$ cat config.mk
export PLATFORM = sky130hd
export DESIGN_NAME = vrf_read_pipe_multi
export DESIGN_NICKNAME = d
export VERILOG_FILES = /design/src/rtl/vrf_read_pipe_multi.sv
export SDC_FILE = /design/constraint.sdc
export NUM_CORES = 1
export LEC_CHECK = 0
export ABC_AREA = 1
export CORE_ASPECT_RATIO = 1.4
export CORE_MARGIN = 4
export CORE_UTILIZATION = 56
export DETAILED_ROUTE_END_ITERATION = 6
export PLACE_DENSITY_LB_ADDON = 0.1
export SYNTH_ARGS = -nofsm -noshare
export SYNTH_HDL_FRONTEND = slang
export SYNTH_SLANG_ARGS = --single-unit
$ cat constraint.sdc
create_clock -name clock -period 4 [get_ports clock]
set_clock_uncertainty 0.05 [all_clocks]
set_input_delay 0.6 -clock clock [delete_from_list [all_inputs] [get_ports clock]]
set_output_delay 0.6 -clock clock [all_outputs]
set_load 0.05 [all_outputs]
$ cat src/rtl/vrf_read_pipe_multi.sv
// vrf_read_pipe_multi: round-robin arbitration of NCH read channels onto one VRF read port, with per-channel result FIFOs
// Ports: req_* per-channel requests (req_ready = accepted this cycle); vrfReadRequest_* arbitrated VRF request;
//        vrfReadResult returns READ_LATENCY cycles after fire; deq_* per-channel FWFT result FIFOs; overflow_err sticky.
module vrf_read_pipe_multi #(
  parameter int NCH          = 4,
  parameter int DATA_W       = 32,
  parameter int READ_LATENCY = 2,
  parameter int QDEPTH       = 4,
  parameter int VS_W         = 5,
  parameter int OFF_W        = 5,
  parameter int SRC_W        = 2,
  parameter int IDX_W        = 3
) (
  input  logic                  clock,
  input  logic                  rst_n,
  input  logic [NCH-1:0]        req_valid,
  output logic [NCH-1:0]        req_ready,
  input  logic [NCH*VS_W-1:0]   req_vs,
  input  logic [NCH*OFF_W-1:0]  req_offset,
  input  logic [NCH*SRC_W-1:0]  req_source,
  input  logic [NCH*IDX_W-1:0]  req_idx,
  input  logic                  vrfReadRequest_ready,
  output logic                  vrfReadRequest_valid,
  output logic [VS_W-1:0]       vrfReadRequest_bits_vs,
  output logic [OFF_W-1:0]      vrfReadRequest_bits_offset,
  output logic [SRC_W-1:0]      vrfReadRequest_bits_readSource,
  output logic [IDX_W-1:0]      vrfReadRequest_bits_instructionIndex,
  input  logic [DATA_W-1:0]     vrfReadResult,
  input  logic [NCH-1:0]        deq_ready,
  output logic [NCH-1:0]        deq_valid,
  output logic [NCH*DATA_W-1:0] deq_data,
  output logic                  overflow_err
);
  localparam int PW = NCH > 1 ? $clog2(NCH) : 1;
  localparam int CW = $clog2(QDEPTH + 1);
  localparam int AW = QDEPTH > 1 ? $clog2(QDEPTH) : 1;
  localparam int L  = READ_LATENCY;

  function automatic logic [AW-1:0] inc(input logic [AW-1:0] p);
    return (int'(p) == QDEPTH - 1) ? '0 : p + 1'b1;
  endfunction

  logic [PW-1:0]     ptr_q, ptr_d, gnt_id;
  logic [NCH-1:0]    eligible, push, pop, wen;
  logic              fire;
  logic [L-1:0]      tag_v_q, tag_v_d;
  logic [PW-1:0]     tag_id_q [L];
  logic [PW-1:0]     tag_id_d [L];
  logic [CW-1:0]     credit_q [NCH];
  logic [CW-1:0]     credit_d [NCH];
  logic [CW-1:0]     cnt_q [NCH];
  logic [CW-1:0]     cnt_d [NCH];
  logic [AW-1:0]     rd_q [NCH];
  logic [AW-1:0]     rd_d [NCH];
  logic [AW-1:0]     wr_q [NCH];
  logic [AW-1:0]     wr_d [NCH];
  logic [DATA_W-1:0] mem_q [NCH][QDEPTH];
  logic              overflow_q, overflow_d;

  // Credits count FIFO words plus reads in flight, so a granted read always has a slot waiting for it.
  always_comb begin
    for (int c = 0; c < NCH; c++) eligible[c] = req_valid[c] && (credit_q[c] < CW'(QDEPTH));
  end

  // Scan downward so the lowest offset from ptr_q wins.
  always_comb begin
    gnt_id = ptr_q;
    for (int i = NCH - 1; i >= 0; i--)
      if (eligible[(int'(ptr_q) + i) % NCH]) gnt_id = PW'((int'(ptr_q) + i) % NCH);
  end

  assign vrfReadRequest_valid                = |eligible;
  assign fire                                = vrfReadRequest_valid && vrfReadRequest_ready;
  assign req_ready                           = fire ? (NCH'(1) << gnt_id) : '0;
  assign vrfReadRequest_bits_vs              = vrfReadRequest_valid ? req_vs[int'(gnt_id)*VS_W +: VS_W] : '0;
  assign vrfReadRequest_bits_offset          = vrfReadRequest_valid ? req_offset[int'(gnt_id)*OFF_W +: OFF_W] : '0;
  assign vrfReadRequest_bits_readSource      = vrfReadRequest_valid ? req_source[int'(gnt_id)*SRC_W +: SRC_W] : '0;
  assign vrfReadRequest_bits_instructionIndex = vrfReadRequest_valid ? req_idx[int'(gnt_id)*IDX_W +: IDX_W] : '0;
  assign overflow_err                        = overflow_q;

  always_comb begin
    ptr_d = fire ? ((int'(gnt_id) == NCH - 1) ? '0 : gnt_id + 1'b1) : ptr_q;
    tag_v_d[0]  = fire;
    tag_id_d[0] = gnt_id;
    for (int i = 1; i < L; i++) begin
      tag_v_d[i]  = tag_v_q[i-1];
      tag_id_d[i] = tag_id_q[i-1];
    end
  end

  // A full FIFO still accepts a push when it pops in the same cycle; only a push without room is dropped and flagged.
  always_comb begin
    overflow_d = overflow_q;
    deq_data   = '0;
    for (int c = 0; c < NCH; c++) begin
      push[c]      = tag_v_q[L-1] && (tag_id_q[L-1] == PW'(c));
      deq_valid[c] = cnt_q[c] != '0;
      pop[c]       = deq_ready[c] && deq_valid[c];
      wen[c]       = push[c] && (cnt_q[c] != CW'(QDEPTH) || pop[c]);
      if (push[c] && !wen[c]) overflow_d = 1'b1;
      deq_data[c*DATA_W +: DATA_W] = mem_q[c][rd_q[c]];
      rd_d[c]     = pop[c] ? inc(rd_q[c]) : rd_q[c];
      wr_d[c]     = wen[c] ? inc(wr_q[c]) : wr_q[c];
      cnt_d[c]    = cnt_q[c] + CW'(wen[c]) - CW'(pop[c]);
      credit_d[c] = credit_q[c] + CW'(req_ready[c]) - CW'(pop[c]);
    end
  end

  always_ff @(posedge clock or negedge rst_n) begin
    if (!rst_n) begin
      ptr_q      <= '0;
      tag_v_q    <= '0;
      overflow_q <= 1'b0;
      for (int i = 0; i < L; i++) tag_id_q[i] <= '0;
      for (int c = 0; c < NCH; c++) begin
        credit_q[c] <= '0;
        cnt_q[c]    <= '0;
        rd_q[c]     <= '0;
        wr_q[c]     <= '0;
      end
    end else begin
      ptr_q      <= ptr_d;
      tag_v_q    <= tag_v_d;
      overflow_q <= overflow_d;
      for (int i = 0; i < L; i++) tag_id_q[i] <= tag_id_d[i];
      for (int c = 0; c < NCH; c++) begin
        credit_q[c] <= credit_d[c];
        cnt_q[c]    <= cnt_d[c];
        rd_q[c]     <= rd_d[c];
        wr_q[c]     <= wr_d[c];
      end
    end
  end

  // Storage needs no reset: occupancy counters decide what is visible.
  always_ff @(posedge clock) begin
    for (int c = 0; c < NCH; c++)
      if (wen[c]) mem_q[c][wr_q[c]] <= vrfReadResult;
  end
endmodule

==> results.json <==
{
  "ys_ff_latch": 561,
  "clock_latency_ps": 560,
  "dieWidth_um": 177,
  "synth.area.top_cells": "edfxtp_1 69%, o21ai_0 6.2%, dfrtp_1 5.5%, nor2_1 5.2%, o22ai_1 3.6%",
  "path_depth": 16,
  "root_buffer": "clkbuf_16",
  "synth_top_family_by_area": "compound AO/OA/AOI/OAI gates",
  "cts_tree": "done",
  "path_common_cell": "nand2_1",
  "dieArea_um2": 43200,
  "cts-hold-fix-buffers": 0,
  "cts_sinks": 561,
  "synth_xor_area_frac": 0.00510,
  "drt_iter0_drc": 1062,
  "clkTransAtPathRegs_ps": 60,
  "yosysWarnings": 0,
  "hp-class": "in2async",
  "reg2reg_depth": 19,
  "syn_inst": 1724,
  "finalCritPeriodShare": 0.863,
  "arrival_ps": 2800,
  "gr-total-overflow": 0,
  "status": "completed",
  "gp_congestion": 0.880,
  "fin_crit_ps": 3450,
  "r2r_slack_ps": 930,
  "viasPerCell": 5.61,
  "synth_compound_area_frac": 0.0992,
  "crit_buf_inv": 4,
  "antenna_found_initial": 0,
  "clockBufferDepth": 3,
  "path_cells": "inv_4 -> nand3_1 -> nand2_1 -> nand2_1 -> nand2_1 -> inv_2 -> o21ai_2 -> nand2_1 -> nand2_2 -> nand2_2 -> buf_4 -> nand2_1 -> nand2_1 -> nor2_1 -> nor2_1 -> buf_12",
  "crit-reg2reg-capture": "credit_q[2]$_DFF_PN0_",
  "synth-simple-area-share": 0.0906,
  "slowest_stage": "dfrtp_1",
  "diodes": 0,
  "dpl.hpwl_mm": 31.7,
  "r2r-start": "ptr_q[0]$_DFFE_PN0N_",
  "grt_max_degree": 67,
  "netlist-cell-type-count": 29,
  "io_pins": 256,
  "synth_area_per_cell_um2": 13.0,
  "synth_top_area_frac": 0.688,
  "initial_utilization": 0.567,
  "grt_pass1_wl_mm": 77.5,
  "post_cts_buffers": 0,
  "synth-adder-area-share": 0.0284,
  "final.setup.tns_ps": 0,
  "cts_buffers": 49,
  "maxSlewViolCount": 0,
  "synth_area_um2": 22300,
  "port-buffer-count": 255,
  "synth_seq_area_share": 0.743,
  "slowest_delay_ps": 540,
  "worstSetupPathType": "reg2out",
  "vias": 14300,
  "critPathMaxFanout": 31,
  "coreArea_um2": 39400,
  "core.rowCount": 86,
  "grt_usage": 0.229,
  "postRouteAntennaNets": 0,
  "setup_violations": 0,
  "detail_route.first_pass.iterations": 5,
  "hold_viol_final": 0,
  "fmax_mhz": 290,
  "avgRoutedWirePerCell_um": 19.8,
  "cap_violations": 0,
  "die_h_um": 244,
  "synth_top_area_cell": "edfxtp_1",
  "worst_pin_slew_ps": 750,
  "drc": 0,
  "cts_resized": 0,
  "nets": 2126,
  "drive_gt1_frac": 0.143,
  "grt_pass1_vias": 14200,
  "start_kind": "flop",
  "required_ps": 3350,
  "relSlewSlack": 0.499,
  "syn2layout_area_growth_pct": 23.1,
  "rsz0062_at_grt": "no",
  "syn_nets": 1873,
  "path_delay_family": "simple AND/OR/NAND/NOR gates",
  "cts_htree_levels": 2,
  "end_kind": "output port",
  "routed_wl_mm": 50.4,
  "synthMuxAreaShare": 0
}
==> state kept, by name, indices dropped and copies added (netlist names) <==
register	cells
ptr_q	2
cnt_q	12
tag_id_q	2
overflow_err	1
tag_id_d	2
rd_q	8
mem_q	512
wr_q	8
credit_q	12
tag_v_q	2
==> cells in the final DEF, fill, tap and decap left out <==
cell type | Yosys | layout
o21ai_2 | 1 | 1
o22ai_1 | 128 | 128
dfrtp_1 | 49 | 45
bufinv_16 | 0 | 6
fa_1 | 8 | 8
a21oi_1 | 1 | 1
inv_2 | 3 | 3
nand2_2 | 2 | 2
clkbuf_1 | 82 | 12
nor2_4 | 0 | 2
a221o_1 | 1 | 1
clkinv_1 | 0 | 6
nor2_2 | 0 | 14
buf_12 | 0 | 56
nand4_1 | 1 | 1
clkbuf_8 | 0 | 6
xnor2_1 | 8 | 8
clkinv_2 | 0 | 8
nand3_2 | 1 | 1
nor2_1 | 312 | 296
edfxtp_1 | 512 | 512
nor4_1 | 1 | 1
inv_4 | 1 | 1
buf_2 | 6 | 1
xor2_1 | 5 | 5
inv_6 | 0 | 2
o21ai_0 | 275 | 275
ha_1 | 38 | 38
buf_4 | 4 | 131
inv_1 | 88 | 86
clkbuf_16 | 0 | 51
nor3_1 | 7 | 7
dfrtp_2 | 0 | 4
a22oi_1 | 1 | 1
and2_0 | 3 | 3
clkdlybuf4s50_1 | 0 | 109
nand3_1 | 65 | 65
nand2_1 | 117 | 117
a41oi_1 | 1 | 1
==> worst reg2reg max path, delay by kind of cell (launching register included) <==
family	cells	cell delay, ps
flip-flops	1	540
adder cells (fa/ha/maj)	3	710
AND/OR/NAND/NOR	8	790
XOR/XNOR	2	340
buffers and inverters	5	500
AO/OA/AOI/OAI	1	60
==> layer usage <==
metal / part of all wire / wire length [um] / GRT usage
met1: 0.36 / 18400 / 0.278
met5: 0 / 0 / 0
met2: 0.52 / 26500 / 0.403
met3: 0.079 / 3980 / 0.0575
met4: 0.032 / 1610 / 0.0738
==> kinds of logic after synthesis <==
group,Yosys count
flops,561
simple gates,509
compound gates,408
buf+inv,187
fa+ha+maj,46
xor+xnor,13
==> cell type report <==
type	count	area (um^2)
Fill cell	2712	11900
Multi-Input combinational cell	976	5040
Timing Repair Buffer	297	3200
Clock buffer	69	1400
Inverter	92	348
Sequential cell	561	16600
Tap cell	528	661
Clock inverter	20	253
==> synth_stat cells <==
| cell | number |
|---|---|
| and2_0 | 3 |
| nor3_1 | 7 |
| xnor2_1 | 8 |
| nand3_2 | 1 |
| a21oi_1 | 1 |
| o21ai_2 | 1 |
| edfxtp_1 | 512 |
| xor2_1 | 5 |
| nand2_2 | 2 |
| a41oi_1 | 1 |
| inv_4 | 1 |
| a221o_1 | 1 |
| buf_2 | 6 |
| buf_4 | 4 |
| ha_1 | 38 |
| o21ai_0 | 275 |
| a22oi_1 | 1 |
| o22ai_1 | 128 |
| fa_1 | 8 |
| nor2_1 | 312 |
| buf_6 | 3 |
| clkbuf_1 | 82 |
| nand3_1 | 65 |
| nand2_1 | 117 |
| inv_1 | 88 |
| dfrtp_1 | 49 |
| nor4_1 | 1 |
| nand4_1 | 1 |
| inv_2 | 3 |
==> worst max path at each step <==
stage,from,end,slack [ps]
floorplan,req_valid[1],credit_q[5]$_DFF_PN0_,580
global placement,req_valid[0],credit_q[2]$_DFF_PN0_,600
detailed placement,req_valid[2],credit_q[2]$_DFF_PN0_,460
CTS,ptr_q[0]$_DFFE_PN0N_,vrfReadRequest_bits_offset[2],520
global route,ptr_q[0]$_DFFE_PN0N_,vrfReadRequest_bits_offset[4],300
finish,ptr_q[0]$_DFFE_PN0N_,vrfReadRequest_bits_offset[2],550
==> stage by stage <==
| stage | instance area [um^2] | setup WS (ps) | util | hold slack [ps] | cells |
|---|---|---|---|---|---|
| floorplan | 22300 | 576 | - | 254 | 1724 |
| global placement | 25900 | 596 | 0.657 | 287 | 2454 |
| detailed placement | 25900 | 458 | 0.657 | 302 | 2454 |
| CTS | 27500 | 524 | 0.699 | 124 | 2543 |
| global route | 27500 | 304 | 0.699 | 157 | 2543 |
| finish | 27500 | 548 | 0.699 | 110 | 2543 |
Power is not shown: default switching activity piles up to over one toggle a cycle in this logic, so the estimate is an artifact.
